File: config.mk
export PLATFORM = sky130hd
export DESIGN_NAME = max_pool_stream
export DESIGN_NICKNAME = d
export VERILOG_FILES = /design/src/rtl/max_pool_stream.sv
export SDC_FILE = /design/constraint.sdc
export NUM_CORES = 1
export LEC_CHECK = 0
export CORE_MARGIN = 2
export CORE_UTILIZATION = 55
export DETAILED_ROUTE_END_ITERATION = 16
export PLACE_DENSITY = 0.81
export SLEW_MARGIN = 30
export SYNTH_ARGS = -nofsm -noshare
export SYNTH_HDL_FRONTEND = slang
export SYNTH_SLANG_ARGS = --single-unit
File: constraint.sdc
create_clock -name clk -period 6.3 [get_ports clk]
set_clock_uncertainty 0.1 [all_clocks]
set_input_delay 1.89 -clock clk [delete_from_list [all_inputs] [get_ports clk]]
set_output_delay 1.89 -clock clk [all_outputs]
set_load 0.005 [all_outputs]
File: src/rtl/max_pool_stream.sv
`timescale 1ns/1ps
`default_nettype none
// ============================================================================
// Module   : max_pool_stream
// Brief    : 2x2 / stride-2 streaming max-pool with optional ReLU, raster in
//            and raster out, using a half-row line buffer of horizontal maxima.
// Revision : 1.0  initial release
// ============================================================================
module max_pool_stream #(
    parameter int DATA_WIDTH = 16,
    parameter int IN_SIZE    = 24,
    parameter int RELU_EN    = 1
) (
    input  logic                  clk,
    input  logic                  reset,
    input  logic                  in_valid,
    input  logic [DATA_WIDTH-1:0] in_data,
    output logic                  out_valid,
    output logic [DATA_WIDTH-1:0] out_data,
    output logic                  frame_done
);

    localparam int              c_CW   = (IN_SIZE > 2) ? $clog2(IN_SIZE) : 1;
    localparam int              c_HALF = IN_SIZE / 2;
    localparam int              c_AW   = (c_HALF > 1) ? $clog2(c_HALF) : 1;
    localparam logic [c_CW-1:0] c_LAST = c_CW'(IN_SIZE - 1);

    logic [c_CW-1:0]       r_col_q,        w_col_d;
    logic [c_CW-1:0]       r_row_q,        w_row_d;
    logic [DATA_WIDTH-1:0] r_pair_q,       w_pair_d;
    logic                  r_out_valid_q,  w_out_valid_d;
    logic [DATA_WIDTH-1:0] r_out_data_q,   w_out_data_d;
    logic                  r_frame_done_q, w_frame_done_d;

    logic [DATA_WIDTH-1:0] r_linebuf_q [c_HALF];

    logic [c_AW-1:0]       w_lb_addr;
    logic                  w_lb_we;
    logic [DATA_WIDTH-1:0] w_lb_rd;
    logic [DATA_WIDTH-1:0] w_hmax;
    logic [DATA_WIDTH-1:0] w_res;

    always_comb begin
        w_col_d        = r_col_q;
        w_row_d        = r_row_q;
        w_pair_d       = r_pair_q;
        w_out_valid_d  = 1'b0;
        w_out_data_d   = r_out_data_q;
        w_frame_done_d = 1'b0;
        w_lb_we        = 1'b0;
        w_lb_addr      = c_AW'(r_col_q >> 1);
        w_lb_rd        = r_linebuf_q[w_lb_addr];

        w_hmax = ($signed(r_pair_q) > $signed(in_data)) ? r_pair_q : in_data;
        w_res  = ($signed(w_lb_rd) > $signed(w_hmax)) ? w_lb_rd : w_hmax;
        if ((RELU_EN != 0) && w_res[DATA_WIDTH-1]) begin
            w_res = '0;
        end

        if (in_valid) begin
            if (r_col_q == c_LAST) begin
                w_col_d = '0;
                w_row_d = (r_row_q == c_LAST) ? '0 : r_row_q + 1'b1;
            end else begin
                w_col_d = r_col_q + 1'b1;
            end

            // Even rows park the horizontal max; odd rows close the window.
            if (!r_col_q[0]) begin
                w_pair_d = in_data;
            end else if (!r_row_q[0]) begin
                w_lb_we = 1'b1;
            end else begin
                w_out_valid_d  = 1'b1;
                w_out_data_d   = w_res;
                w_frame_done_d = (r_row_q == c_LAST) && (r_col_q == c_LAST);
            end
        end
    end

    always_ff @(posedge clk) begin
        if (reset) begin
            r_col_q        <= '0;
            r_row_q        <= '0;
            r_pair_q       <= '0;
            r_out_valid_q  <= 1'b0;
            r_out_data_q   <= '0;
            r_frame_done_q <= 1'b0;
        end else begin
            r_col_q        <= w_col_d;
            r_row_q        <= w_row_d;
            r_pair_q       <= w_pair_d;
            r_out_valid_q  <= w_out_valid_d;
            r_out_data_q   <= w_out_data_d;
            r_frame_done_q <= w_frame_done_d;
        end
    end

    // Contents need no reset: every entry is written on an even row before
    // the odd row reads it.
    always_ff @(posedge clk) begin
        if (w_lb_we) begin
            r_linebuf_q[w_lb_addr] <= w_hmax;
        end
    end

    assign out_valid  = r_out_valid_q;
    assign out_data   = r_out_data_q;
    assign frame_done = r_frame_done_q;

endmodule
`default_nettype wire

==> metrics.md <==
| Metric | Value |
|---|---|
| Design Power | ~3.6 mW |
| Worst setup startpoint | in_data[11] |
| Max-slew violations | 0 |
| Via count | 6260 |
| Share of layout cells above drive strength 1 | 26.4% |
| Post-Route WL | around 24000 um |
| Yosys top cell area share | 56.4% |
| Number of I/O pins | 37 |
| Clock Latency Late Sink | 0.52 ns |
| R2R cell count | 19 |
| Post-Synth Adder-Cell Area | between 4 and 5% |
| Global Route Usage Sum | 24.6% |
| Hpwl dp | 14700 um |
| Worst Setup Start Kind | primary input |
| Worst path max stage delay | between 0.4 and 0.5 ns |
| Pre-CTS setup slack | -0.833 ns |
| Top delay family on crit path | compound AO/OA/AOI/OAI gates |
| First-pass GRT wire length | 36400 um |
| Placed instance area | 11200 um^2 |
| Final hold violations | 0 |
| Crit share post-route | 97.8% |
| Worst Hold Class | register to register |
| Min cycle time layout | 6.16 ns |
| CTS buffer count | 24 |
| Final worst slack | 0.136 ns |
| Setup total negative slack | 0 ns |
| Most frequent cell after synthesis | edfxtp_1 |
| Largest family of logic cells by synthesized area | multiplexers |
| Post-Syn Area | 10200 um^2 |
| Number of synthesized flops with an enable pin | around 190 |
| Max cap viols | 0 |
| Simple-gate area share of the yosys netlist | 6.66% |
| Root Buffer Master | clkbuf_16 |
| Fmax | about 160 MHz |
| Crit. End Element | register |
| Width of the die | 140 um |
| CP Buf/Inv Count | 4 |
| WP data required | 6.60 ns |
| Final cell count without fillers | 1012 |
| Hold Startpoint | r_pair_q[0]$_SDFFE_PP0P_ |
| Antenna cells | 0 |
| Fillers | ~1100 |
| Placed Cells | around 970 |
| IO buf count | 35 |
| Final net count | just over 800 |
| Crit path top cell by count | a21o_1 |
| Xor and xnor area share after synthesis | 0.257% |
| RR Endpoint | out_data[11]$_SDFFE_PP0P_ |
| Async SR Flop Fraction | 0% |
| Finished Cell Area | 12300 um^2 |
| Power per standard cell area | 293 nW/um^2 |
| CTS tree | built |
| Status | finished, final reports clean |
| Vias in the first global route | 6354 |
| Multiplexer share of the synthesized area | 13.7% |
| Final ANT Viol Nets | 0 |
| Slew @ Worst Pin | 0.767 ns |
| Post-Syn Area per Cell | 15.4 um^2 |
| 1st-iter DRT viols | between 700 and 800 |
| Lkg Pwr | between 4 and 5 nW |
| Ys Warns | 0 |
| Final setup fails | 0 |
| Wirelength per Cell | around 24 um |
| Vias per inst | 6.19 |
| Largest net degree at the start of global routing | 37 |
| WS Path Type | primary input to register |
| CP Cell Sequence | clkdlybuf4s50_1 -> inv_1 -> ha_1 -> a21oi_2 -> nor2_1 -> a2111o_1 -> o31a_1 -> nand2_2 -> buf_8 -> mux2i_4 -> ha_4 -> a21o_1 -> a21o_1 -> a2111oi_2 -> or3_1 -> o211ai_2 -> o31ai_4 -> a311oi_4 -> buf_4 -> a22oi_2 -> o21ai_2 |
| Hold_buf cts | 0 |
| Synth area leaders | edfxtp_1 (56%), mux4_2 (10%), dfxtp_1 (9.2%) |
| Stages on worst setup path | 21 |
| Synth cell types | 56 |
| Top post-synthesis cells by count | edfxtp_1 (192), nand2_1 (67), dfxtp_1 (47) |
| Register area | between 6000 and 7000 um^2 |
| Critical-path top delay cell | clkdlybuf4s50_1 |
| Initial Util | 56.5% |
| Max clock buf depth | 3 |
| Core ar. | approximately 18000 um^2 |
| Dominant cell type by area after synthesis | edfxtp_1 |
| Synth Flop Type | edfxtp_1 |
| Initial antenna violation count | 0 |
| Layout area overhead | 20.3% |
| First-pass iteration count of the detailed router | 5 |
| Height of the die | 140 um |
| Syn nets | approximately 700 |
| Remaining DRCs | 0 |
| Placer Congestion | approximately 0.86 |
| Post-Syn Instances | 665 |
| #FFs+latches synth | 239 |
| RR Startpoint | r_pair_q[9]$_SDFFE_PP0P_ |
| Worst hold margin | approximately 0.37 ns |
| Seq/Total Area, Yosys | 65.7% |
| Area of the multi-input gates | 3440 um^2 |
| VDD IR max | 0.000261 V |
| Row count | 49 |
| Slew HR | 48.3% |
| Max FO, Critical Path | 7 |
| Critical path arrival | about 6.5 ns |
| FF-to-FF setup slack | 1.66 ns |
| Crit path capture | out_data[11]$_SDFFE_PP0P_ |
| Clk slew on worst S/H paths | 0.06 ns |
| Clk sinks | 239 |
| Die Area | 19700 um^2 |
| H-tree depth | 1 |
| Final Util | 67.9% |
| Compound-Gate Fraction of Synth Area | 7.06% |
| Grt total ovfl | 0 |
## placed cells by master, fill, tap and decap left out, types with 6 or more instances in the layout
cell type and n:
a21o_1 6, a21oi_1 26, a22oi_2 10, buf_4 67, clkbuf_16 24, clkdlybuf4s50_1 35
clkinv_2 6, dfxtp_1 45, edfxtp_1 192, ha_1 28, inv_1 34, mux2i_1 30
mux4_2 46, nand2_1 65, nand3_1 6, nand4_1 6, nor2_1 25, nor3_1 6
o21ai_0 14, o21ai_1 7, o21ai_2 10
## flip-flops by register name, indices dropped and copies added (netlist names), named ones only
register,cells
out_data,15
r_row_q,5
r_linebuf_q,192
frame_done,1
r_col_q,5
out_valid,1
r_pair_q,16
## cell type report
type	count	area share [%]
Multi-Input combinational cell	362	28.0
Clock inverter	18	1.84
Sequential cell	239	54.6
Tap cell	229	2.33
Inverter	34	1.04
Timing Repair Buffer	104	7.23
Clock buffer	26	4.95
## power breakdown
part	switching [mW]	total, mW	internal (mW)
registers	0.0171	1.77	1.75
clock network	0.586	1.49	0.905
logic	0.191	0.339	0.148
## tightest hold or removal path, cell delays in order, from the launching register on
cell     delay (ns)
dfxtp_1        0.31
nand2_1        0.06
a21oi_1        0.05
## layer usage
metal	up-vias	track usage, %	wire length (um)
li1	2759	-	-
met1	3126	33.0	9470
met2	309	41.3	12000
met3	66	3.32	1810
met4	0	9.99	1010
met5	-	0	0
## timing repair
action	in CTS	in global routing
gates resized for setup	8	21
pin swaps	2	2
hold endpoints to repair	0	0
setup endpoints to repair	15	15
setup buffers	2	0
## how the worst min path moves through the flow
stage / endpoint / slack [ns] / cells past startpoint
floorplan: r_pair_q[0]$_SDFFE_PP0P_ / 0.34 / 2
global placement: r_pair_q[0]$_SDFFE_PP0P_ / 0.34 / 2
detailed placement: r_pair_q[0]$_SDFFE_PP0P_ / 0.36 / 2
CTS: r_pair_q[0]$_SDFFE_PP0P_ / 0.37 / 2
global route: r_pair_q[3]$_SDFFE_PP0P_ / 0.41 / 2
finish: r_pair_q[0]$_SDFFE_PP0P_ / 0.37 / 2
## kinds of logic (layout without fill, tap and decap cells)
family                     count (synthesis)  after routing
AOI/OAI and AO/OA                        100            100
xor gates and xnor gates                   3              3
adders and majority gates                 33             33
buffers and inverters                     64            182
DFF                                      239            239
muxes                                     82             82
other                                      1              1
and+or+nand+nor                          143            143
(Power assumes the default switching activity.)
